## config.mk

```make
export PLATFORM = sky130hd
export DESIGN_NAME = alu_pipe
export DESIGN_NICKNAME = d
export VERILOG_FILES = /design/src/rtl/alu_pipe.sv
export SDC_FILE = /design/constraint.sdc
export NUM_CORES = 1
export LEC_CHECK = 0
export ABC_AREA = 1
export ABC_CLOCK_PERIOD_IN_PS = 2500
export BUFFER_PORTS_ARGS = -buffer_cell sky130_fd_sc_hd__buf_2
export CORE_MARGIN = 10
export CORE_UTILIZATION = 58
export CTS_CLUSTER_SIZE = 40
export DETAILED_ROUTE_END_ITERATION = 7
export PLACE_DENSITY_LB_ADDON = 0.1
export SLEW_MARGIN = 10
export SYNTH_ARGS = -nofsm -noshare
export SYNTH_HDL_FRONTEND = slang
export SYNTH_SLANG_ARGS = --single-unit
```

## constraint.sdc

```tcl
create_clock -name clk -period 2.5 [get_ports clk]
set_input_delay 0.25 -clock clk [delete_from_list [all_inputs] [get_ports clk]]
set_output_delay 0.25 -clock clk [all_outputs]
set_load 0.05 [all_outputs]
```

## src/rtl/alu_pipe.sv

```systemverilog
// alu_pipe: two-stage valid/ready ALU (add, sub, bitwise ops) with carry/ovf/zero flags.
// Build option ALU_PIPE_SAT_EN: unsigned saturation of add/sub results.
module alu_pipe #(
  parameter int WIDTH = 8
) (
  input  logic             clk,
  input  logic             rst,
  input  logic             in_valid,
  output logic             in_ready,
  input  logic [WIDTH-1:0] a,
  input  logic [WIDTH-1:0] b,
  input  logic [2:0]       sel,
  output logic             out_valid,
  input  logic             out_ready,
  output logic [WIDTH-1:0] result,
  output logic             carry,
  output logic             ovf,
  output logic             zero
);

  localparam int MSB = WIDTH - 1;
`ifdef ALU_PIPE_SAT_EN
  localparam bit SAT_EN = 1'b1;
`else
  localparam bit SAT_EN = 1'b0;
`endif

  localparam logic [2:0] OP_ADD  = 3'b000;
  localparam logic [2:0] OP_OR   = 3'b001;
  localparam logic [2:0] OP_AND  = 3'b010;
  localparam logic [2:0] OP_XOR  = 3'b011;
  localparam logic [2:0] OP_XNOR = 3'b100;
  localparam logic [2:0] OP_NAND = 3'b101;
  localparam logic [2:0] OP_NOR  = 3'b110;
  localparam logic [2:0] OP_SUB  = 3'b111;

  logic             w_adv;
  logic             r_vld_p1;
  logic [WIDTH-1:0] r_a_p1;
  logic [WIDTH-1:0] r_b_p1;
  logic [2:0]       r_sel_p1;
  logic             r_vld_p2;
  logic [WIDTH-1:0] r_res_p2;
  logic             r_carry_p2;
  logic             r_ovf_p2;
  logic             r_zero_p2;
  logic [WIDTH:0]   w_sum;
  logic [WIDTH:0]   w_diff;
  logic [WIDTH-1:0] w_res;
  logic             w_carry;
  logic             w_ovf;

  // A carry-out on add means the true sum exceeds all-ones.
  function automatic logic [WIDTH-1:0] sat_add(input logic [WIDTH-1:0] r, input logic c);
    return (SAT_EN && c) ? {WIDTH{1'b1}} : r;
  endfunction

  // No carry-out on a+~b+1 means a borrow, i.e. the true difference is negative.
  function automatic logic [WIDTH-1:0] sat_sub(input logic [WIDTH-1:0] r, input logic c);
    return (SAT_EN && !c) ? {WIDTH{1'b0}} : r;
  endfunction

  assign w_adv    = !r_vld_p2 || out_ready;
  assign in_ready = w_adv;

  // ---- stage 1: operand capture ----
  always_ff @(posedge clk) begin
    if (rst) begin
      r_vld_p1 <= 1'b0;
    end else if (w_adv) begin
      r_vld_p1 <= in_valid;
    end
  end

  always_ff @(posedge clk) begin
    if (w_adv) begin
      r_a_p1   <= a;
      r_b_p1   <= b;
      r_sel_p1 <= sel;
    end
  end

  assign w_sum  = {1'b0, r_a_p1} + {1'b0, r_b_p1};
  assign w_diff = {1'b0, r_a_p1} + {1'b0, ~r_b_p1} + (WIDTH+1)'(1);

  always_comb begin
    w_res   = '0;
    w_carry = 1'b0;
    w_ovf   = 1'b0;
    case (r_sel_p1)
      OP_ADD: begin
        w_carry = w_sum[WIDTH];
        w_ovf   = (r_a_p1[MSB] == r_b_p1[MSB]) && (w_sum[MSB] != r_a_p1[MSB]);
        w_res   = sat_add(w_sum[MSB:0], w_sum[WIDTH]);
      end
      OP_OR:   w_res = r_a_p1 | r_b_p1;
      OP_AND:  w_res = r_a_p1 & r_b_p1;
      OP_XOR:  w_res = r_a_p1 ^ r_b_p1;
      OP_XNOR: w_res = ~(r_a_p1 ^ r_b_p1);
      OP_NAND: w_res = ~(r_a_p1 & r_b_p1);
      OP_NOR:  w_res = ~(r_a_p1 | r_b_p1);
      OP_SUB: begin
        w_carry = w_diff[WIDTH];
        w_ovf   = (r_a_p1[MSB] != r_b_p1[MSB]) && (w_diff[MSB] != r_a_p1[MSB]);
        w_res   = sat_sub(w_diff[MSB:0], w_diff[WIDTH]);
      end
      default: w_res = '0;
    endcase
  end

  // ---- stage 2: result and flag registers ----
  always_ff @(posedge clk) begin
    if (rst) begin
      r_vld_p2   <= 1'b0;
      r_res_p2   <= '0;
      r_carry_p2 <= 1'b0;
      r_ovf_p2   <= 1'b0;
      r_zero_p2  <= 1'b0;
    end else if (w_adv) begin
      r_vld_p2   <= r_vld_p1;
      r_res_p2   <= w_res;
      r_carry_p2 <= w_carry;
      r_ovf_p2   <= w_ovf;
      r_zero_p2  <= (w_res == '0);
    end
  end

  assign out_valid = r_vld_p2;
  assign result    = r_res_p2;
  assign carry     = r_carry_p2;
  assign ovf       = r_ovf_p2;
  assign zero      = r_zero_p2;

endmodule

```

== Word-level counts from Yosys, hierarchy flattened ==
Cells that the tools add are included.

* Register bits: 32
* Word-level logic and storage cells: 39
* Input bits: 23

* Add/sub/neg operators: 3
* Mux-type cells: 3
* Reductions and logical operators: 6
* Equal/unequal tests: 11
* Bitwise logic cells: 7

{| class="wikitable"
|+ Operators by type and width
! operator !! count
|-
| 8-bit one-hot mux with 8 select lines || 1
|-
| 8-bit inverter || 4
|-
| 8-bit by 8-bit adder with 9-bit output || 2
|-
| 3-bit == test (second input constant) || 4
|-
| 9-bit by 1-bit adder with 9-bit output (second input constant) || 1
|-
| 8-bit AND || 1
|-
| 8-bit logical NOT || 1
|-
| 8-bit bitwise OR || 1
|-
| 8-bit bitwise XOR || 1
|-
| 3-bit by 2-bit == test with 1-bit output (second input constant) || 2
|-
| 1-bit one-hot mux with 2 select lines || 2
|-
| 3-bit by 1-bit == test with 1-bit output (second input constant) || 1
|-
| 3-bit logical NOT || 1
|-
| 1-bit != test || 3
|-
| 1-bit logical AND || 2
|-
| 1-bit == test || 1
|-
| 1-bit logical NOT || 1
|-
| 1-bit logical OR || 1
|}

== Logic depth before layout (Yosys ltp) ==
Gate-level depths: netlist (run 1).

* Word-level depth: 6
* Mapped depth: 15
* Depth with buffers taken out: 15

== Least setup slack after synthesis (run 1) ==
OpenSTA, ideal clock, no wires.

* Kind: register to register
* From: register r_vld_p2, in the netlist out_valid
* To: register r_a_p1[0], enable pin
* Period minus slack after synthesis: 2.247 ns
* Setup slack: 0.253 ns
* Path buffers: 1
* Stages on the path, launching flop included: 5
* Arrival: 1.836 ns
* Cell sequence: dfxtp_1 > inv_1 > nor2_1 > inv_1 > clkbuf_1

* Longest elaborated chain between the ends: 2

{| class="wikitable"
|+ RTL lines
! item !! line !! RTL
|-
| start: declaration || 42 || <nowiki>logic r_vld_p2;</nowiki>
|-
| start signal: assignment || 120 || <nowiki>r_vld_p2 <= r_vld_p1;</nowiki>
|-
| 1-bit logical NOT || 63 || <nowiki>assign w_adv = !r_vld_p2 || out_ready;</nowiki>
|-
| 1-bit logical OR || 63 ||
|-
| named net in_ready || 9 || <nowiki>output logic in_ready,</nowiki>
|-
| end signal: assignment || 77 || <nowiki>r_a_p1 <= a;</nowiki>
|-
| end: declaration || 39 || <nowiki>logic [WIDTH-1:0] r_a_p1;</nowiki>
|}

The timed path passes the listed nets, and every way through them passes these cells.
A chain may end at the register's enable or synchronous reset.

== Worst setup path after layout (run 1) ==
* From: register r_b_p1[0]
* To: register r_zero_p2, in the netlist zero

* Longest elaborated chain between the ends: 5

{| class="wikitable"
|+ RTL lines
! item !! line !! RTL
|-
| start: declaration || 40 || <nowiki>logic [WIDTH-1:0] r_b_p1;</nowiki>
|-
| start signal: assignment || 78 || <nowiki>r_b_p1 <= b;</nowiki>
|-
| 8-bit inverter || 84 || <nowiki>assign w_diff = {1'b0, r_a_p1} + {1'b0, ~r_b_p1} + (WIDTH+1)'(1);</nowiki>
|-
| 8-bit by 8-bit adder with 9-bit output || 84 ||
|-
| 9-bit by 1-bit adder with 9-bit output || 84 ||
|-
| 8-bit one-hot mux with 8 select lines (*) || 90 || <nowiki>case (r_sel_p1)</nowiki>
|-
| 8-bit logical NOT (*) || 124 || <nowiki>r_zero_p2 <= (w_res == '0);</nowiki>
|-
| end signal: assignment || 124 ||
|-
| end: declaration || 46 || <nowiki>logic r_zero_p2;</nowiki>
|}

Every way passes the cells marked *; elsewhere a longest branch is shown, timed or not.

==> results of run 1 <==
==> report_power, final <==
group | switching [uW] | internal, uW | total (uW)
Combinational | 372 | 168 | 541
Sequential | 36.2 | 605 | 641
Clock | 208 | 225 | 433
==> state kept, by name, summed over array words and instances, names as in the netlist <==
name and cells:
result 8, r_sel_p1 3, out_valid 1, r_vld_p1 1
ovf 1, carry 1, zero 1, r_b_p1 8
r_a_p1 8
==> worst max path at each step <==
stage,startpoint,endpoint,slack [ns],cells after the start
global placement,r_a_p1[0],carry,0.42,14
floorplan,out_valid,r_a_p1[0],0.25,4
CTS,r_a_p1[0],zero,0.39,15
global route,r_b_p1[4],zero,0.16,13
finish,r_b_p1[0],zero,0.42,12
detailed placement,r_a_p1[0],zero,0.41,15
==> cells by family (layout without fill, tap and decap cells) <==
group | after synthesis | count (layout) | synth area share (%)
XOR/XNOR | 3 | 3 | 1.017
flip-flops | 32 | 32 | 32.16
buffers and inverters | 61 | 98 | 10.75
AND/OR/NAND/NOR | 158 | 158 | 31.04
adder cells (fa/ha/maj) | 26 | 26 | 13.17
AO/OA/AOI/OAI | 54 | 54 | 11.86
==> synth_stat cells (all sizes together) <==
cell / count
a21oi: 23
buf: 7
clkbuf: 3
dfxtp: 13
edfxtp: 19
fa: 2
ha: 24
inv: 51
nand2: 67
nand3: 36
nand4: 16
nor2: 32
nor3: 2
nor3b: 1
o211ai: 4
o21a: 1
o21ai: 24
o21bai: 1
o31ai: 1
or2: 4
xor2: 3
==> through the flow <==
step | area (sq um) | setup slack [ns] | total power [uW] | utilization [%] | hold slack (ns)
floorplan | 2584 | 0.2527 | 1062 | - | 0.3191
global placement | 2775 | 0.4171 | 1184 | 64.18 | 0.4259
detailed placement | 2775 | 0.4114 | 1187 | 64.18 | 0.4281
CTS | 2868 | 0.3931 | 1611 | 66.32 | 0.1238
global route | 2868 | 0.1555 | 1706 | 66.32 | 0.1207
finish | 2868 | 0.4156 | 1615 | 66.32 | 0.1229
==> worst reg2reg max path, delay by kind of cell (launching register included) <==
| family | cells | cell delay, ns |
|---|---|---|
| AOI/OAI and AO/OA | 1 | 0.13 |
| adders and majority gates | 2 | 0.68 |
| buffers and inverters | 2 | 0.23 |
| DFF | 1 | 0.38 |
| and+or+nand+nor | 7 | 0.63 |
==> area by class of cell <==
| type | instances | area (sq um) | area share (%) |
|---|---|---|---|
| multi-input combinational | 241 | 1475 | 51.44 |
| tap | 52 | 65.06 | 2.269 |
| inverter | 51 | 198.9 | 6.937 |
| clock buffer | 7 | 86.33 | 3.010 |
| timing repair buffer | 39 | 205.2 | 7.155 |
| clock inverter | 1 | 6.256 | 0.2182 |
| sequential | 32 | 830.8 | 28.97 |
==> metal layers <==
layer / routed length [um] / part of all wire (%) / global-route usage [%]
met1: 2949 / 44 / 23.68
met2: 2944 / 44 / 29.40
met3: 566 / 8.5 / 4.503
met4: 192 / 2.9 / 7.658
met5: 0 / 0 / 0
==> impl_metrics.toml, run 1 <==
[cts]
cts.repair.resized = 0
post_cts_buffers = 0
cts_num_sinks = 32
numCtsBuffers = 5
htreeDepth = 2
clk_pin_slew_ns = 0.08
cts_tree = "built"
cts_root_buf = "clkbuf_8"
clock_path_buffers = 2
clock_latency_ns = 0.30
hold_buffers = 0

[layout]
areaGrowthSynthToFinish_pct = 10.99
n_fill_cell = 411
diodes = 0
final_common_cell = "nand2_1"
final_nets = 419
layout-drive-gt1-share_pct = 20.75
layout_common_cells = "nand2_1, inv_1, buf_2"
fin_cells = 423

[route]
ant_nets = 0
vias = 2413
viasPerCell = 5.704
drc = 0
routed_wl_um = 6653
first_pass_iters = 5
drt_iter0_markers = 339
post_drt_wl_per_cell_um = 15.73

[timing]
finClkSkew_ns = 0.01022
hold_viol = 0
finalCritPeriodShare_pct = 83.38
maxSlewViolCount = 0
finalCriticalPeriod_ns = 2.084
slew_headroom_pct = 52.16
fin_tns_setup_ns = 0
max_freq_ghz = 0.4798
finalSetupViolations = 0
grt_setup_unrepaired = "false"
tightest_slew_ns = 0.7168

[worst_hold_path]
min_path_type = "in2reg"
hold_end = "r_a_p1[6]"
hp-start = "a[6]"
hold_path_depth = 1

[setup_path]
rr_startpoint = "r_b_p1[0]"
reg2reg_slack_ns = 0.42
cp_max_fo = 4
slowest_delay_ns = 0.41
worst-path-buf-inv = 2
cp-start-kind = "flop"
crit_path_top_delay_cell = "fa_1"
cp_data_required_time_ns = 2.73
end_kind = "flop"
crit_type = "reg2reg"
timing.rr.end = "zero"
cp_top_family = "adder cells"
path_cells = "ha_1 > inv_1 > fa_1 > inv_1 > nand2_1 > nand3_1 > nand3_1 > nor2_1 > nand2_1 > nor2_1 > nand4_1 > a21oi_1"
rr_worst_depth = 12
arrival_ns = 2.32

[synthesis]
synth.distinct_cells = 36
syn-mean-instance-area_sq_um = 7.736
synth_largest_area_cell = "edfxtp_1"
yosys_warnings = 0
synth_nets = 383
yosysSeqAreaShare_pct = 32.15
netlist_area_sq_mm = 0.002584
yosysTopAreaCellShare_pct = 22.08
yosys-top-cells-area = "edfxtp_1, ha_1, dfxtp_1"
synth.ff_latch_count = 32
postSynthCellCount = 334

[power_and_ir_drop]
ir_drop_uv = 411.8
p_per_area_mw_per_mm2 = 563.0
static-leakage-power_uw = 0.001439

[floorplanning]
rows = 24
coreArea_sq_mm = 0.004324
ios = 36
dieArea_sq_mm = 0.007525
start_util_pct = 59.75
die-height_um = 86.75
die_w_um = 86.75

[placed_design]
gp_congestion = 0.9398
io_buffers = 35
place_hpwl_um = 5264
dp_cells = 415

[global_route]
grt-ovfl-total = 0
grt_pass1_wl_um = 11390
antenna_found_initial = 0
grt_pass1_vias = 2440
grt_use_total_pct = 18.63
grt_max_degree = 25

[flow_run]
cap_violations = 0

[outcome]
status = "finished, final reports clean"
Power figures use the tool's default switching activity.
==> run 2, diff against run 1 <==
--- a/config.mk
+++ b/config.mk
@@ -5,11 +5,11 @@
 export SDC_FILE = /design/constraint.sdc
 export NUM_CORES = 1
 export LEC_CHECK = 0
-export ABC_AREA = 1
-export ABC_CLOCK_PERIOD_IN_PS = 2500
+export ABC_AREA = 0
+export ABC_CLOCK_PERIOD_IN_PS = 1900
 export BUFFER_PORTS_ARGS = -buffer_cell sky130_fd_sc_hd__buf_2
 export CORE_MARGIN = 10
-export CORE_UTILIZATION = 58
+export CORE_UTILIZATION = 52
 export CTS_CLUSTER_SIZE = 40
 export DETAILED_ROUTE_END_ITERATION = 7
 export PLACE_DENSITY_LB_ADDON = 0.1
==> constraint.sdc (replaced) <==
create_clock -name clk -period 1.9 [get_ports clk]
set_input_delay 0.19 -clock clk [delete_from_list [all_inputs] [get_ports clk]]
set_output_delay 0.19 -clock clk [all_outputs]
set_load 0.05 [all_outputs]
==> run 2 against run 1 <==
  * The run now ends with setup timing left
  * Final cell count rose by 5.2%
  * Flip-flop and latch count did not move
  * Sequential share of layout area fell by 6.5 points
  * Synthesized area fell by 3.6%
  * Sequential power rose by 29%
  * Clock power rose by 28%
  * Highest routed layer unchanged
  * Global-route usage barely moved
==> impl_metrics.toml, run 2 <==
[outcome]
status = "finished, violations left"
violations = "setup timing"

[route]
ant_nets = 0
vias = 2497
drt_iter0_markers = 180
viasPerCell = 5.611
routed_wl_um = 7465
drc = 0
post_drt_wl_per_cell_um = 16.78
first_pass_iters = 4

[timing]
max_freq_ghz = 0.4207
finalCriticalPeriod_ns = 2.377
finalCritPeriodShare_pct = 125.1
tightest_slew_ns = 0.4158
fin_tns_setup_ns = -3.682
maxSlewViolCount = 0
grt_setup_unrepaired = "true"
worst_slack_ns = -0.4771
hold_viol = 0
finalSetupViolations = 11
finClkSkew_ns = 0.009130
slew_headroom_pct = 72.11
fin_hold_ws_ns = 0.06872

[floorplanning]
dieArea_sq_mm = 0.007956
die_w_um = 89.20
ios = 36
start_util_pct = 53.07
rows = 25
coreArea_sq_mm = 0.004692
die-height_um = 89.20

[synthesis]
yosysSeqAreaShare_pct = 33.37
syn-mean-instance-area_sq_um = 8.956
netlist_area_sq_mm = 0.002490
synth_nets = 327
synth.distinct_cells = 60
yosys_warnings = 0
synth.ff_latch_count = 32
ys_top_cells_by_count = "ha_1, inv_1, a21oi_1"
synthFlopType = "edfxtp_1"
synth_largest_area_cell = "edfxtp_1"
async_reset_ff_share_pct = 0
yosysTopAreaCellShare_pct = 22.91
synth-edff-count = 19
postSynthCellCount = 278
yosys-top-cells-area = "edfxtp_1, ha_1, dfxtp_1"

[layout]
final_nets = 439
final_common_cell = "buf_4"
postLayoutCellArea_sq_mm = 0.003691
fin_cells = 445
layout-drive-gt1-share_pct = 46.04
areaGrowthSynthToFinish_pct = 48.24
n_fill_cell = 309
diodes = 0
layout_common_cells = "buf_4, buf_2, nand2_1, a21oi_1"

[placed_design]
io_buffers = 35
place_hpwl_um = 5237
place_ws_ns = -0.5194
gp_congestion = 0.9483
placed_area_sq_mm = 0.003261
dp_cells = 425

[power_and_ir_drop]
p_per_area_mw_per_mm2 = 661.7
ir_drop_uv = 406.3
static-leakage-power_uw = 0.001721

[setup_path]
cp-start-kind = "flop"
cp_max_fo = 3
crit_type = "reg2reg"
cp_data_required_time_ns = 2.09
arrival_ns = 2.56
end_kind = "flop"

[cts]
clock_path_buffers = 2
hold_buffers = 0
htreeDepth = 2
clk_pin_slew_ns = 0.08
cts_num_sinks = 32
numCtsBuffers = 5
clock_latency_ns = 0.29
cts_tree = "built"
cts_root_buf = "clkbuf_8"

[global_route]
antenna_found_initial = 0
grt_pass1_wl_um = 11700
grt_use_total_pct = 18.60
grt_pass1_vias = 2504
grt-ovfl-total = 0
grt_max_degree = 14

[worst_hold_path]
min_path_type = "in2reg"

[flow_run]
cap_violations = 0
run 2: cell count changes in the layout (fill, tap and decap cells not counted), moves of 6 or more:
cell     before  now
buf_6         0    6
nor2b_1       0    9
o21ai_0      15    2
nand4_1      16    2
ha_1         24   15
ha_4          0    7
nor2_1       26   18
nand2_1      63   20
nand3_1      32    2
inv_1        44   19
buf_4         4   81
run 2: area by class of cell:
class / count / area (sq um) / share of cell area (%)
multi-input combinational: 203 / 1752 / 47.46
timing repair buffer: 122 / 850.8 / 23.05
sequential: 32 / 830.8 / 22.51
inverter: 26 / 97.59 / 2.644
clock buffer: 6 / 82.58 / 2.237
tap: 54 / 67.56 / 1.831
clock inverter: 2 / 10.01 / 0.2712
run 2: report_power, final:
group / total (uW) / leakage [uW] / switching, uW / internal, uW
Clock: 556 / 0.0000510 / 267 / 289
Sequential: 830 / 0.000307 / 36.8 / 793
Combinational: 1060 / 0.00136 / 561 / 495
run 2: through the flow:
stage               total power [uW]  utilization [%]
floorplan                       1393                -
global placement                1707            69.49
detailed placement              1723            69.49
CTS                             2352            75.12
global route                    2556            78.67
finish                          2442            78.67
run 2: routing by layer:
layer	up-vias	global-route usage, %	part of all wire (%)
li1	1237	-	-
met1	1172	22.55	45
met2	78	31.75	49
met3	10	4.011	4.6
met4	0	6.214	1.3
met5	-	0	0
run 2: logic make-up after synthesis:
kind of cell    Yosys count  synth area share (%)
simple gates             84                 17.29
compound gates           83                 24.07
buf+inv                  43                 7.487
flops                    32                 33.37
fa+ha+maj                26                 13.67
mux                       8                 3.417
xor+xnor                  2                0.7036
run 2: path summary, 6_finish.rpt:
kind	start	to	slack (ns)	cells after the start
max	r_a_p1[1]	zero	-0.48	9
min	b[0]	r_b_p1[0]	0.07	1
max reg2reg	r_a_p1[1]	zero	-0.48	9
min reg2reg	result[6]	result[6]	0.45	2
run 2: critical path, cell delays in order, from the launching register on:
cell and delay (ns):
edfxtp_1 0.45, inv_2 0.12, ha_4 0.21, a21o_1 0.19, and4_4 0.15, or3_4 0.33, o211a_1 0.26, o32ai_4 0.31
nor4_2 0.09, a31o_1 0.18
run 2: repair_timing:
| item | CTS | global route |
|---|---|---|
| gates resized for setup | 28 | 23 |
| pin swaps | 26 | 29 |
| cloned | 0 | 0 |
| setup buffers | 8 | 6 |
| endpoints found under the setup margin | 10 | 11 |
==> run 3, diff against run 2 <==
--- a/config.mk
+++ b/config.mk
@@ -13,6 +13,7 @@
 export CTS_CLUSTER_SIZE = 40
 export DETAILED_ROUTE_END_ITERATION = 7
 export PLACE_DENSITY_LB_ADDON = 0.1
+export SETUP_SLACK_MARGIN = 0.2
 export SLEW_MARGIN = 10
 export SYNTH_ARGS = -nofsm -noshare
 export SYNTH_HDL_FRONTEND = slang
==> run 3 against run 2 <==
  * The run still ends with setup timing left
  * Hold slack improved by 0.015 ns
  * Total power fell by 4.6%
  * Core utilization fell by 2.1 points
  * Global-route usage fell by 0.87 points
  * Sequential power barely moved
  * Clock power fell by 13%
  * Worst setup slack got worse by 0.028 ns
  * Critical endpoint unchanged
==> impl_metrics.toml, run 3 (synthesis results as in run 2) <==
[outcome]
status = "finished, violations left"
violations = "setup timing"

[floorplanning]
die_w_um = 89.20
dieArea_sq_mm = 0.007956
coreArea_sq_mm = 0.004692
start_util_pct = 53.07
rows = 25
ios = 36
die-height_um = 89.20

[layout]
layout_common_cells = "buf_4, buf_2, a21oi_1"
postLayoutCellArea_sq_mm = 0.003593
n_fill_cell = 338
final_common_cell = "buf_4"
areaGrowthSynthToFinish_pct = 44.32
diodes = 0
layout-drive-gt1-share_pct = 41.97
fin_cells = 440
final_nets = 434

[setup_path]
crit_path_start = "r_b_p1[0]"
end_kind = "flop"
rr_worst_depth = 9
rr_startpoint = "r_b_p1[0]"
arrival_ns = 2.57
endpoint = "zero"
reg2reg_slack_ns = -0.51
cp_max_fo = 3
timing.rr.end = "zero"
cp-start-kind = "flop"
crit_type = "reg2reg"
cp_data_required_time_ns = 2.07

[cts]
clock_latency_ns = 0.28
cts_root_buf = "clkbuf_8"
cts_num_sinks = 32
numCtsBuffers = 5
clk_pin_slew_ns = 0.07
clock_path_buffers = 2
htreeDepth = 2
cts_tree = "built"

[route]
drt_iter0_markers = 230
routed_wl_um = 6717
drc = 0
post_drt_wl_per_cell_um = 15.27
vias = 2411
viasPerCell = 5.480
ant_nets = 0
first_pass_iters = 4

[timing]
tightest_slew_ns = 0.3780
max_freq_ghz = 0.4158
finalSetupViolations = 11
maxSlewViolCount = 0
grt_setup_unrepaired = "true"
finalCriticalPeriod_ns = 2.405
finClkSkew_ns = 0.006823
finalCritPeriodShare_pct = 126.6
fin_hold_ws_ns = 0.08416
slew_headroom_pct = 74.80
hold_viol = 0
fin_tns_setup_ns = -3.280
worst_slack_ns = -0.5050

[worst_hold_path]
min_path_type = "in2reg"

[power_and_ir_drop]
static-leakage-power_uw = 0.001697
ir_drop_uv = 560.6
p_per_area_mw_per_mm2 = 648.2

[placed_design]
dp_cells = 422
place_hpwl_um = 5138
placed_area_sq_mm = 0.003264
gp_congestion = 0.8799
io_buffers = 35

[global_route]
grt_pass1_vias = 2460
grt_use_total_pct = 17.73
grt_max_degree = 14
grt_pass1_wl_um = 11300
antenna_found_initial = 0
grt-ovfl-total = 0

[flow_run]
cap_violations = 0
## run 3: cell count changes in the layout (fill, tap and decap cells not counted), sizes merged
| cell | change |
|---|---|
| clkinv | -1 |
| buf | -5 |
| clkbuf | +1 |
## run 3: worst min path at each step
stage                     from        end  slack [ns]  cells past startpoint
after floorplan            rst  result[0]        0.26                      1
after global placement    a[0]  r_a_p1[0]        0.37                      1
after detailed placement  a[0]  r_a_p1[0]        0.37                      1
after CTS                 a[0]  r_a_p1[0]        0.08                      1
after global routing      a[3]  r_a_p1[3]        0.07                      1
final                     a[0]  r_a_p1[0]        0.08                      1
## run 3: worst max-delay path, cell delays in order (launching register included)
cell and delay (ns):
edfxtp_1 0.45, ha_2 0.23, buf_6 0.12, a21o_1 0.17, and4_4 0.16, or3_4 0.34
o211a_1 0.25, o32ai_4 0.28, nor4_2 0.08, a31o_1 0.22
## run 3: through the flow
step           util (%)  power [uW]  worst slack [ns]
6_report          76.59        2329           -0.5050
3_5_place_dp      69.57        1723           -0.4559
4_1_cts           75.12        2292           -0.4508
5_1_grt           76.59        2466           -0.5826
2_1_floorplan         -        1401           -0.3219
3_3_place_gp      69.57        1706           -0.4040
## run 3: report_power, final
part | leakage (uW) | switching [uW] | internal [uW]
Clock | 0.0000399 | 228 | 254
Combinational | 0.00135 | 533 | 485
Sequential | 0.000307 | 35.0 | 794
## run 3: area by class of cell
type,count,area (sq um),area share (%)
Sequential cell,32,832.0,23.15
Inverter,26,97.59,2.716
Clock inverter,1,3.754,0.1045
Multi-Input combinational cell,203,1698,47.25
Tap cell,54,67.56,1.880
Timing Repair Buffer,117,818.3,22.77
Clock buffer,7,76.32,2.124
## run 3: what timing repair did
item,4_1_cts,5_1_grt
pin swaps,20,15
cloned,0,0
buffers inserted,10,0
hold buffers,0,0
endpoints found under the setup margin,11,11
gates resized for setup,23,11
## run 3: layer usage
layer	global-route usage, %	share of wire [%]	vias up
li1	-	-	1218
met1	21.75	44	1115
met2	30.03	50	72
met3	4.376	5.6	6
met4	4.913	0.77	0
met5	0	0	-
